`config.mk`:
```
export PLATFORM = sky130hd
export DESIGN_NAME = eu_operand_fetch_flat
export DESIGN_NICKNAME = d
export VERILOG_FILES = /design/src/rtl/eu_operand_fetch_if.sv /design/src/rtl/eu_operand_fetch.sv /design/src/flat_wrapper.sv
export SDC_FILE = /design/constraint.sdc
export NUM_CORES = 1
export LEC_CHECK = 0
export CORE_ASPECT_RATIO = 1.2
export CORE_MARGIN = 2
export CORE_UTILIZATION = 44
export DETAILED_ROUTE_END_ITERATION = 8
export HOLD_SLACK_MARGIN = 0.15
export PLACE_DENSITY = 0.85
export SLEW_MARGIN = 20
export SYNTH_ARGS = -nofsm -noshare
export SYNTH_HDL_FRONTEND = slang
export SYNTH_SLANG_ARGS = --single-unit
```
`constraint.sdc`:
```
create_clock -name clk -period 3.5 [get_ports clk]
set_input_delay 0.35 -clock clk [delete_from_list [all_inputs] [get_ports clk]]
set_output_delay 0.35 -clock clk [all_outputs]
set_load 0.05 [all_outputs]
```
`src/rtl/eu_operand_fetch_if.sv`:
```
// rtl/eu_operand_fetch_if.sv - operand types and Y-buffer request/response interface
//
// Purpose:
//   eu_operand_fetch_pkg holds the local-address and data types shared by the
//   execution unit. eu_operand_fetch_if groups the two Y-buffer read ports.
//
// Ports (signals, seen from the requester / master modport):
//   op0_req_addr_o, op0_req_addr_valid_o   out  port 0 read request
//   op1_req_addr_o, op1_req_addr_valid_o   out  port 1 read request
//   op0_data_i, op0_data_success_i         in   port 0 read response (1 cycle later)
//   op1_data_i, op1_data_success_i         in   port 1 read response (1 cycle later)

package eu_operand_fetch_pkg;
  typedef logic [7:0]  type_alu_local_addr;
  typedef logic [31:0] type_exec_unit_data;
endpackage

interface eu_operand_fetch_if;
  import eu_operand_fetch_pkg::*;

  type_alu_local_addr op0_req_addr_o;
  logic               op0_req_addr_valid_o;
  type_alu_local_addr op1_req_addr_o;
  logic               op1_req_addr_valid_o;
  type_exec_unit_data op0_data_i;
  logic               op0_data_success_i;
  type_exec_unit_data op1_data_i;
  logic               op1_data_success_i;

  modport master (
    output op0_req_addr_o, op0_req_addr_valid_o,
    output op1_req_addr_o, op1_req_addr_valid_o,
    input  op0_data_i, op0_data_success_i,
    input  op1_data_i, op1_data_success_i
  );

  modport slave (
    input  op0_req_addr_o, op0_req_addr_valid_o,
    input  op1_req_addr_o, op1_req_addr_valid_o,
    output op0_data_i, op0_data_success_i,
    output op1_data_i, op1_data_success_i
  );
endinterface

```
`src/rtl/eu_operand_fetch.sv`:
```
// rtl/eu_operand_fetch.sv - Y-buffer operand fetch requester for the execution unit
//
// Purpose:
//   Accepts one decoded instruction with up to two local operand addresses,
//   reads the used operands from the Y-buffer (retrying every cycle until a
//   read succeeds) and hands the operand pair plus destination to the ALU.
//   Optional macro EU_FETCH_PORT_SWAP_EN: a failed operand is moved to the
//   opposite Y-buffer port (other bank) when that port is free.
//
// Ports:
//   clk, reset_n (sync, active-low), flush_i        control
//   instr_valid_i / instr_ready_o, instr_op*_i, instr_dest_addr_i   instruction in
//   ybuf (eu_operand_fetch_if.master)               Y-buffer read ports 0/1
//   alu_valid_o / alu_ready_i, alu_op0_o, alu_op1_o, alu_dest_addr_o  ALU out
//   fetch_timeout_o                                 one-cycle pulse at retry limit

module eu_operand_fetch
  import eu_operand_fetch_pkg::*;
#(
  parameter int MAX_RETRY = 15,
  parameter int CNT_BITS  = 4
) (
  input  logic                clk,
  input  logic                reset_n,
  input  logic                flush_i,
  input  logic                instr_valid_i,
  output logic                instr_ready_o,
  input  type_alu_local_addr  instr_op0_addr_i,
  input  type_alu_local_addr  instr_op1_addr_i,
  input  logic                instr_op0_used_i,
  input  logic                instr_op1_used_i,
  input  type_alu_local_addr  instr_dest_addr_i,
  eu_operand_fetch_if.master  ybuf,
  output logic                alu_valid_o,
  input  logic                alu_ready_i,
  output type_exec_unit_data  alu_op0_o,
  output type_exec_unit_data  alu_op1_o,
  output type_alu_local_addr  alu_dest_addr_o,
  output logic                fetch_timeout_o
);

  localparam logic [CNT_BITS-1:0] RETRY_LIMIT = CNT_BITS'(MAX_RETRY);
  localparam logic [CNT_BITS-1:0] RETRY_LAST  = CNT_BITS'(MAX_RETRY - 1);

  typedef enum logic [1:0] {S_IDLE, S_FETCH, S_DONE} state_t;
  state_t state_q, state_d;

  type_alu_local_addr  op0_addr_q, op1_addr_q, dest_q;
  type_exec_unit_data  data0_q, data1_q;
  logic                need0_q, need1_q;
  // pendN_q: port N issued a request last cycle; portN_op_q: which operand it carried
  logic                pend0_q, pend1_q, port0_op_q, port1_op_q;
  // selN_q: operand N currently uses the opposite port
  logic                sel0_q, sel1_q, sel0_d, sel1_d;
  logic [CNT_BITS-1:0] cnt_q;
  logic                timeout_q;

  logic                accept, fetching, fetch_done;
  logic                hit_p0, hit_p1, cap0, cap1;
  type_exec_unit_data  cap0_data, cap1_data;
  logic                need0_left, need1_left;
  logic                p0_for_op0, p0_for_op1, p1_for_op0, p1_for_op1;
  logic                req0_v, req1_v;

  // Response routing: a success only counts against the operand recorded
  // for that port in the previous cycle, and only while it is still needed.
  always_comb begin
    fetching   = (state_q == S_FETCH);
    hit_p0     = pend0_q & ybuf.op0_data_success_i;
    hit_p1     = pend1_q & ybuf.op1_data_success_i;
    cap0       = fetching & need0_q & ((hit_p0 & ~port0_op_q) | (hit_p1 & ~port1_op_q));
    cap1       = fetching & need1_q & ((hit_p0 &  port0_op_q) | (hit_p1 &  port1_op_q));
    cap0_data  = (hit_p0 & ~port0_op_q) ? ybuf.op0_data_i : ybuf.op1_data_i;
    cap1_data  = (hit_p1 &  port1_op_q) ? ybuf.op1_data_i : ybuf.op0_data_i;
    need0_left = need0_q & ~cap0;
    need1_left = need1_q & ~cap1;
    fetch_done = fetching & ~need0_left & ~need1_left;

    // An operand captured this cycle is not re-requested this cycle.
    p0_for_op0 = need0_left & ~sel0_q;
    p0_for_op1 = need1_left &  sel1_q;
    p1_for_op0 = need0_left &  sel0_q;
    p1_for_op1 = need1_left & ~sel1_q;
    req0_v     = fetching & (p0_for_op0 | p0_for_op1);
    req1_v     = fetching & (p1_for_op0 | p1_for_op1);
  end

  assign ybuf.op0_req_addr_valid_o = req0_v;
  assign ybuf.op1_req_addr_valid_o = req1_v;
  assign ybuf.op0_req_addr_o       = p0_for_op1 ? op1_addr_q : op0_addr_q;
  assign ybuf.op1_req_addr_o       = p1_for_op0 ? op0_addr_q : op1_addr_q;

`ifdef EU_FETCH_PORT_SWAP_EN
  logic fail0_p0, fail0_p1, fail1_p0, fail1_p1;

  // Move a failed operand to the port opposite the one that just failed,
  // unless the other operand still occupies that port.
  always_comb begin
    fail0_p0 = fetching & need0_left & pend0_q & ~port0_op_q;
    fail0_p1 = fetching & need0_left & pend1_q & ~port1_op_q;
    fail1_p0 = fetching & need1_left & pend0_q &  port0_op_q;
    fail1_p1 = fetching & need1_left & pend1_q &  port1_op_q;
    sel0_d   = sel0_q;
    sel1_d   = sel1_q;
    if (fail0_p0 && !(need1_left && !sel1_q))
      sel0_d = 1'b1;
    else if (fail0_p1 && !(need1_left && sel1_q))
      sel0_d = 1'b0;
    if (fail1_p1 && !(need0_left && !sel0_q))
      sel1_d = 1'b1;
    else if (fail1_p0 && !(need0_left && sel0_q))
      sel1_d = 1'b0;
  end
`else
  always_comb begin
    sel0_d = 1'b0;
    sel1_d = 1'b0;
  end
`endif

  always_ff @(posedge clk) begin
    if (!reset_n) state_q <= S_IDLE;
    else          state_q <= state_d;
  end

  always_comb begin
    state_d       = state_q;
    instr_ready_o = 1'b0;
    alu_valid_o   = 1'b0;
    accept        = 1'b0;
    if (flush_i) begin
      state_d = S_IDLE;
    end else begin
      case (state_q)
        S_IDLE: begin
          instr_ready_o = 1'b1;
          if (instr_valid_i) begin
            accept  = 1'b1;
            state_d = (instr_op0_used_i || instr_op1_used_i) ? S_FETCH : S_DONE;
          end
        end
        S_FETCH: begin
          if (fetch_done) state_d = S_DONE;
        end
        S_DONE: begin
          alu_valid_o = 1'b1;
          if (alu_ready_i) state_d = S_IDLE;
        end
        default: state_d = S_IDLE;
      endcase
    end
  end

  always_ff @(posedge clk) begin
    if (!reset_n) begin
      op0_addr_q <= '0;
      op1_addr_q <= '0;
      dest_q     <= '0;
      data0_q    <= '0;
      data1_q    <= '0;
      need0_q    <= 1'b0;
      need1_q    <= 1'b0;
      pend0_q    <= 1'b0;
      pend1_q    <= 1'b0;
      port0_op_q <= 1'b0;
      port1_op_q <= 1'b0;
      sel0_q     <= 1'b0;
      sel1_q     <= 1'b0;
      cnt_q      <= '0;
      timeout_q  <= 1'b0;
    end else if (flush_i) begin
      need0_q   <= 1'b0;
      need1_q   <= 1'b0;
      pend0_q   <= 1'b0;
      pend1_q   <= 1'b0;
      timeout_q <= 1'b0;
    end else begin
      timeout_q <= 1'b0;
      if (accept) begin
        op0_addr_q <= instr_op0_addr_i;
        op1_addr_q <= instr_op1_addr_i;
        dest_q     <= instr_dest_addr_i;
        need0_q    <= instr_op0_used_i;
        need1_q    <= instr_op1_used_i;
        data0_q    <= '0;
        data1_q    <= '0;
        pend0_q    <= 1'b0;
        pend1_q    <= 1'b0;
        sel0_q     <= 1'b0;
        sel1_q     <= 1'b0;
        cnt_q      <= '0;
      end else if (fetching) begin
        pend0_q    <= req0_v;
        pend1_q    <= req1_v;
        port0_op_q <= p0_for_op1;
        port1_op_q <= ~p1_for_op0;
        need0_q    <= need0_left;
        need1_q    <= need1_left;
        sel0_q     <= sel0_d;
        sel1_q     <= sel1_d;
        if (cap0) data0_q <= cap0_data;
        if (cap1) data1_q <= cap1_data;
        // Saturating retry count; the pulse fires on the step into the limit.
        if (!fetch_done && cnt_q != RETRY_LIMIT) begin
          cnt_q     <= cnt_q + 1'b1;
          timeout_q <= (cnt_q == RETRY_LAST);
        end
      end else begin
        pend0_q <= 1'b0;
        pend1_q <= 1'b0;
      end
    end
  end

  assign alu_op0_o       = data0_q;
  assign alu_op1_o       = data1_q;
  assign alu_dest_addr_o = dest_q;
  assign fetch_timeout_o = timeout_q;

endmodule

```
`src/flat_wrapper.sv`:
```
// flat-port wrapper written by rule: the top's interface ports become plain ports
module eu_operand_fetch_flat import eu_operand_fetch_pkg::*;
#(
  parameter int MAX_RETRY = 15,
  parameter int CNT_BITS  = 4
)
  (clk, reset_n, flush_i, instr_valid_i, instr_ready_o, instr_op0_addr_i, instr_op1_addr_i, instr_op0_used_i, instr_op1_used_i, instr_dest_addr_i, alu_valid_o, alu_ready_i, alu_op0_o, alu_op1_o, alu_dest_addr_o, fetch_timeout_o, ybuf_op0_req_addr_o, ybuf_op0_req_addr_valid_o, ybuf_op1_req_addr_o, ybuf_op1_req_addr_valid_o, ybuf_op0_data_i, ybuf_op0_data_success_i, ybuf_op1_data_i, ybuf_op1_data_success_i);
  eu_operand_fetch_if ybuf_i ();
  input  logic clk;
  input  logic reset_n;
  input  logic flush_i;
  input  logic instr_valid_i;
  output logic instr_ready_o;
  input  type_alu_local_addr instr_op0_addr_i;
  input  type_alu_local_addr instr_op1_addr_i;
  input  logic instr_op0_used_i;
  input  logic instr_op1_used_i;
  input  type_alu_local_addr instr_dest_addr_i;
  output logic alu_valid_o;
  input  logic alu_ready_i;
  output type_exec_unit_data alu_op0_o;
  output type_exec_unit_data alu_op1_o;
  output type_alu_local_addr alu_dest_addr_o;
  output logic fetch_timeout_o;
  output wire logic [$bits(ybuf_i.op0_req_addr_o)-1:0] ybuf_op0_req_addr_o;
  output wire logic [$bits(ybuf_i.op0_req_addr_valid_o)-1:0] ybuf_op0_req_addr_valid_o;
  output wire logic [$bits(ybuf_i.op1_req_addr_o)-1:0] ybuf_op1_req_addr_o;
  output wire logic [$bits(ybuf_i.op1_req_addr_valid_o)-1:0] ybuf_op1_req_addr_valid_o;
  input wire logic [$bits(ybuf_i.op0_data_i)-1:0] ybuf_op0_data_i;
  input wire logic [$bits(ybuf_i.op0_data_success_i)-1:0] ybuf_op0_data_success_i;
  input wire logic [$bits(ybuf_i.op1_data_i)-1:0] ybuf_op1_data_i;
  input wire logic [$bits(ybuf_i.op1_data_success_i)-1:0] ybuf_op1_data_success_i;
  assign ybuf_op0_req_addr_o = ybuf_i.op0_req_addr_o;
  assign ybuf_op0_req_addr_valid_o = ybuf_i.op0_req_addr_valid_o;
  assign ybuf_op1_req_addr_o = ybuf_i.op1_req_addr_o;
  assign ybuf_op1_req_addr_valid_o = ybuf_i.op1_req_addr_valid_o;
  assign ybuf_i.op0_data_i = ybuf_op0_data_i;
  assign ybuf_i.op0_data_success_i = ybuf_op0_data_success_i;
  assign ybuf_i.op1_data_i = ybuf_op1_data_i;
  assign ybuf_i.op1_data_success_i = ybuf_op1_data_success_i;
  eu_operand_fetch #(.MAX_RETRY(MAX_RETRY), .CNT_BITS(CNT_BITS)) u_core (.clk(clk), .reset_n(reset_n), .flush_i(flush_i), .instr_valid_i(instr_valid_i), .instr_ready_o(instr_ready_o), .instr_op0_addr_i(instr_op0_addr_i), .instr_op1_addr_i(instr_op1_addr_i), .instr_op0_used_i(instr_op0_used_i), .instr_op1_used_i(instr_op1_used_i), .instr_dest_addr_i(instr_dest_addr_i), .ybuf(ybuf_i), .alu_valid_o(alu_valid_o), .alu_ready_i(alu_ready_i), .alu_op0_o(alu_op0_o), .alu_op1_o(alu_op1_o), .alu_dest_addr_o(alu_dest_addr_o), .fetch_timeout_o(fetch_timeout_o));
endmodule
```
# Yosys cells after proc, flatten, opt, wreduce, memory -nomap -nowiden
# Cells that the tools add are included.
[word_totals]
regBits = 102
latch_bits = 0
ram_bits = 0
rom_bits = 0
in_bits = 97
out_inout_bits = 93
elab_cells = 109
mem_count = 0
[classes]
addsub = 1
n_mul = 0
div = 0
order_cmp = 0
eq_ne = 7
shift = 0
mux = 31
bitwise = 37
n_reduce_logical = 18
[op_table]
columns = ["op", "n"]
rows = [
  ["$mux 32", 8],
  ["$and 1x1->1", 20],
  ["$mux 8", 2],
  ["$reduce_and 3->1", 5],
  ["$mux 1", 13],
  ["$not 1->1", 13],
  ["$mux 4", 3],
  ["$mux 2", 4],
  ["$reduce_bool 2->1", 4],
  ["$ne 2x2->1 const B", 3],
  ["$pmux 2 s3", 1],
  ["$reduce_or 5->1", 1],
  ["$add 4x1->4 const B", 1],
  ["$eq 4x4->1 const B", 1],
  ["$ne 4x4->1 const B", 1],
  ["$or 1x1->1", 4],
  ["$reduce_and 2->1", 2],
  ["$reduce_or 4->1", 1],
  ["$eq 2x1->1 const B", 1],
  ["$eq 2x2->1 const B", 1],
  ["$logic_not 2->1", 1],
  ["$reduce_or 2->1", 1],
  ["$logic_and 1x1->1", 1],
  ["$logic_not 1->1", 1],
  ["$logic_or 1x1->1", 1],
]

# Logic depth before layout (Yosys ltp)
[logic_depth]
ltp_word = 14
depth_mapped = 7
ltp_nobuf = 5

# Least setup slack after synthesis
# No wires, ideal clock.
[synth_timing]
kind = "reg2reg"
start = "register u_core.state_q[0]"
end = "register u_core.need0_q"
arrival_time_ns = 2.330
path_slack_ns = 1.096
stages_incl_launch_ff = 8
n_path_buf = 3
path_cell_list = "dfxtp_1 > buf_2 > nor3_1 > and2_1 > buf_2 > buf_2 > nand2_1 > a31oi_1"
[synth_via]
elab_chain_len = 7
elab_cells_between_ends = 11
[synth_lines]
columns = ["element", "line", "text"]
rows = [
  ["from (decl)", "eu_operand_fetch.sv:46", "state_t state_q, state_d;"],
  ["from (signal assigned)", "eu_operand_fetch.sv:123", "else state_q <= state_d;"],
  ["$eq 2x1->1", "eu_operand_fetch.sv:68", "fetching = (state_q == S_FETCH);"],
  ["$and 1x1->1 (2 in series)", "eu_operand_fetch.sv:71", "cap0 = fetching & need0_q & ((hit_p0 & ~port0_op_q) | (hit_p1 & ~port1_op_q));"],
  ["$not 1->1", "eu_operand_fetch.sv:75", "need0_left = need0_q & ~cap0;"],
  ["$and 1x1->1", "eu_operand_fetch.sv:75", ""],
  ["$mux 1", "eu_operand_fetch.sv:192", "end else if (fetching) begin"],
  ["$mux 1", "eu_operand_fetch.sv:179", "if (accept) begin"],
  ["to (signal assigned)", "eu_operand_fetch.sv:183", "need0_q <= instr_op0_used_i;"],
  ["to (signal assigned)", "eu_operand_fetch.sv:197", "need0_q <= need0_left;"],
  ["to (decl)", "eu_operand_fetch.sv:50", "logic need0_q, need1_q;"],
]
# Several ways; a longest one is shown, not always the timed one. The select of a mux whose other input is x is not followed.
# A chain may end at the register's enable or synchronous reset.

# Final worst setup path
[layout_timing]
start = "input ybuf_op0_data_success_i"
end = "output ybuf_op0_req_addr_valid_o"
[layout_via]
elab_chain_len = 9
elab_cells_between_ends = 15
[layout_lines]
columns = ["element", "line", "text"]
rows = [
  ["from (decl)", "flat_wrapper.sv:30", "input wire logic [$bits(ybuf_i.op0_data_success_i)-1:0] ybuf_op0_data_success_i;"],
  ["$and 1x1->1 (*)", "eu_operand_fetch.sv:69", "hit_p0 = pend0_q & ybuf.op0_data_success_i;"],
  ["$and 1x1->1, on equally long branches", "eu_operand_fetch.sv:71, eu_operand_fetch.sv:72", ""],
  ["$or 1x1->1, on equally long branches", "eu_operand_fetch.sv:71, eu_operand_fetch.sv:72", ""],
  ["$and 1x1->1, on equally long branches", "eu_operand_fetch.sv:71, eu_operand_fetch.sv:72", ""],
  ["$not 1->1, on equally long branches", "eu_operand_fetch.sv:75, eu_operand_fetch.sv:76", ""],
  ["$and 1x1->1, on equally long branches", "eu_operand_fetch.sv:75, eu_operand_fetch.sv:76", ""],
  ["$and 1x1->1, on equally long branches", "eu_operand_fetch.sv:80, eu_operand_fetch.sv:81", ""],
  ["$or 1x1->1 (*)", "eu_operand_fetch.sv:84", "req0_v = fetching & (p0_for_op0 | p0_for_op1);"],
  ["$and 1x1->1 (*)", "eu_operand_fetch.sv:84", ""],
  ["to (decl)", "flat_wrapper.sv:26", "output wire logic [$bits(ybuf_i.op0_req_addr_valid_o)-1:0] ybuf_op0_req_addr_valid_o;"],
]
# Mark *: on every way between the ends. The rest lies on a longest branch, timed or not.

==> metrics.md <==
| Metric | Value |
|---|---|
| Result of the run | `finished clean` |
| Critical path, cell by cell | `clkdlybuf4s50_1 -> nand2_2 -> nand3_1 -> or2_2 -> inv_1 -> clkdlybuf4s50_1` |
| Buffers plus inverters on the worst setup path | `3` |
| Clock tree root driver cell | `sky130_fd_sc_hd__clkbuf_8` |
| Setup Total Neg Slack | `0 ns` |
| Number of post-CTS setup repair buffers | `0` |
| Unique cell type count in the Yosys netlist | `41` |
| RSZ-0062 raised after global routing | `false` |
| Max clock buf depth | `2` |
| Remaining global-route overflow | `0` |
| Count of boundary I/O pins | `190` |
| Pin count of the biggest net entering global routing | `49` |
| Core footprint | `9034 µm²` |
| HP Class | `reg2reg` |
| Final setup vio count | `0` |
| Worst clock skew on the final layout | `0.007681 ns` |
| Crit path depth | `6` |
| VDD IR-drop max | `262.1 µV` |
| Normalized max-slew margin | `37.78%` |
| Critical Path Source Type | `input port` |
| Mapped Cells | `454` |
| Area share of the leading cell type in the synthesized netlist | `49.11%` |
| Die height | `109.4 µm` |
| Slew @ Worst Pin | `0.9332 ns` |
| Final number of hold-violating endpoints | `0` |
| Net count reported at finish | `726` |
| Synth cell count leaders | `sky130_fd_sc_hd__dfxtp_1, sky130_fd_sc_hd__nand2_1, sky130_fd_sc_hd__a21boi_0, sky130_fd_sc_hd__mux2i_1, sky130_fd_sc_hd__nor2_1` |
| RePlAce Congestion | `0.8641` |
| FF-to-FF Start | `u_core.pend0_q` |
| Clock latency on the worst-skew pair | `0.37 ns` |
| Data required time at the worst endpoint | `3.15 ns` |
| Clock Sink Count | `100` |
| Final core utilization | `69.02%` |
| Critical Path Most Common Cell | `sky130_fd_sc_hd__clkdlybuf4s50_1` |
| Signal arrival time at the worst endpoint | `2.49 ns` |
| Detailed-route vias per instance | `5.219` |
| Number of remaining DRC errors | `0` |
| Most area-consuming cells after synthesis | `sky130_fd_sc_hd__dfxtp_1, sky130_fd_sc_hd__nand2_1, sky130_fd_sc_hd__mux2i_1` |
| Cts bufs inserted | `9` |
| Total of hold buffers inserted after clock tree synthesis | `0` |
| Via count | `3925` |
| Critical path type | `in2out` |
| Async S/R FF share, synth | `0%` |
| Number of search-and-repair iterations in the first detailed-routing pass | `5` |
| Die span in x | `91.87 µm` |
| Clock tree from TritonCTS | `yes` |
| Post-Syn Nets | `553` |
| Initial antenna violation count | `0` |
| Area after detailed placement | `6018 µm²` |
| F_max | `0.3518 GHz` |
| Worst Setup Slack post-DPL | `0.6830 ns` |
| Global-route usage over all layers | `24.12%` |
| Startpoint of the most critical hold path | `u_core.op0_addr_q[4]` |
| Power density cells | `361.9 nW/µm²` |
| Static Leakage | `2.294 nW` |
| Dominant register cell in the synthesized netlist | `sky130_fd_sc_hd__dfxtp_1` |
| Final critical-path share of the clock period | `81.21%` |
| Post-synthesis area per instance | `8.979 µm²` |
| Number of warnings reported in the yosys synthesis log | `0` |
| Final critical path time including I/O delays and setup | `2.842 ns` |
| Final worst setup slack | `0.6576 ns` |
| Post-detail-place hpwl | `8.733 mm` |
| Wire length per cell | `16.29 µm` |
| Synth Register Bits | `100` |
| IO Port Bufs | `189` |
| Total wirelength of the detailed-routed design | `12.25 mm` |
| Area added between synthesis and finish | `52.95%` |
| Netlist area before placement | `4076 µm²` |
| Via count of the first global-routing pass | `3864` |
| Slowest cell on the critical path | `sky130_fd_sc_hd__clkdlybuf4s50_1` |
| Biggest area consumer among synthesized cells | `sky130_fd_sc_hd__dfxtp_1` |
| Antenna diode instance count | `0` |
| Cell depth of the worst flop-to-flop path | `5` |
| Count of cells resized by post-cts repair | `0` |
| Number of cell rows | `38` |
| Sequential element share of the synthesized area | `49.11%` |
| Max-Cap Viols | `0` |
| Final count of pins violating max slew | `0` |
| Worst Path Max Fanout | `13` |
| Share of cells above drive strength 1 | `4.747%` |
| CTS H-tree depth | `3` |
| Kind of cell with the highest combined delay on the critical path | `buffers and inverters` |
| First-pass GRT wire length | `19.11 mm` |
| Clock slew at the register clock pins of the worst setup and hold paths | `0.09 ns` |
| Number of enable flip-flop cells after synthesis | `0` |
| Startpoint of the most critical setup path | `ybuf_op0_data_success_i` |
| DRC marker count from the first detailed-route iteration | `202` |
| Remaining number of nets flagged by the antenna check after routing | `0` |
| WHS Path Cells | `2` |
| Die Outline Area | `10050 µm²` |
| Starting utilization of the core area | `45.12%` |
| Critical Path Max Stage Delay | `0.81 ns` |
| Final standard cell area without fillers | `6235 µm²` |
| Kind of capture point of the worst setup path | `primary output` |
| Total of fill cells in the finished design | `726` |
tightest hold or removal path, stage by stage, from the launching register on:
cell and delay, ns:
sky130_fd_sc_hd__dfxtp_1 0.32, sky130_fd_sc_hd__nand2_1 0.04, sky130_fd_sc_hd__a21boi_0 0.06
logic make-up after synthesis:
group           share of synthesized area, %
compound gates                         18.75
fa+ha+maj                             0.6138
mux                                    8.103
simple gates                           19.15
buf+inv                                4.266
flops                                  49.11
metrics by stage:
stage                     total power, mW  hold slack [ns]  cells
final                               2.257           0.4655    752
after global routing                2.330           0.4853    752
after CTS                           2.269           0.4649    752
after detailed placement            1.472           0.4512    736
after global placement              1.467           0.4415    736
after floorplan                     1.310           0.4670    454
registers in the layout, summed over array words and instances, names as in the netlist:
signal	cells
u_core.alu_op0_o	32
u_core.alu_op1_o	32
u_core.alu_dest_addr_o	8
u_core.op0_addr_q	8
u_core.op1_addr_q	8
u_core.cnt_q	4
u_core.state_q	2
u_core.fetch_timeout_o	1
u_core.need0_q	1
u_core.need1_q	1
u_core.pend0_q	1
u_core.pend1_q	1
u_core.port1_op_q	1
final cells by class:
class,instances,area (µm²),share of cell area (%)
clock buffer,11,141.4,2.268
clock inverter,5,75.07,1.204
inverter,5,18.77,0.3010
multi-input combinational,315,1903,30.52
sequential,100,2002,32.11
tap,120,150.1,2.408
timing repair buffer,196,1944,31.19
placed cells by master (no fill, tap or decap), types with 10 or more instances in the layout:
master,instances
sky130_fd_sc_hd__clkdlybuf4s50_1,189
sky130_fd_sc_hd__dfxtp_1,100
sky130_fd_sc_hd__nand2_1,99
sky130_fd_sc_hd__a21boi_0,41
sky130_fd_sc_hd__mux2i_1,33
sky130_fd_sc_hd__nor2_1,28
sky130_fd_sc_hd__nand3_1,25
sky130_fd_sc_hd__a211oi_1,22
sky130_fd_sc_hd__a21oi_1,15
sky130_fd_sc_hd__o2bb2ai_1,10
sky130_fd_sc_hd__clkbuf_8,10
per-layer routing:
layer  global-route usage, %  share of wire (%)  up-vias
li1                        -                  -     1914
met1                   28.02                 41     1866
met2                   41.60                 50      113
met3                   5.278                5.6       32
met4                   13.22                3.8        0
met5                       0                  0        -
worst paths after layout:
kind / end / slack (ns)
worst max-delay path: ybuf_op0_req_addr_valid_o / 0.66
worst min-delay path: u_core.op0_addr_q[4] / 0.47
worst max register to register: u_core.alu_op0_o[1] / 1.45
worst min register to register: u_core.op0_addr_q[4] / 0.47
where the power goes:
group	total, mW	switching, mW	internal [mW]
clock	0.811	0.392	0.419
sequential	1.16	0.00916	1.15
combinational	0.285	0.137	0.147
total	2.26	0.539	1.72
No activity file was read; power rests on OpenSTA's default activity.
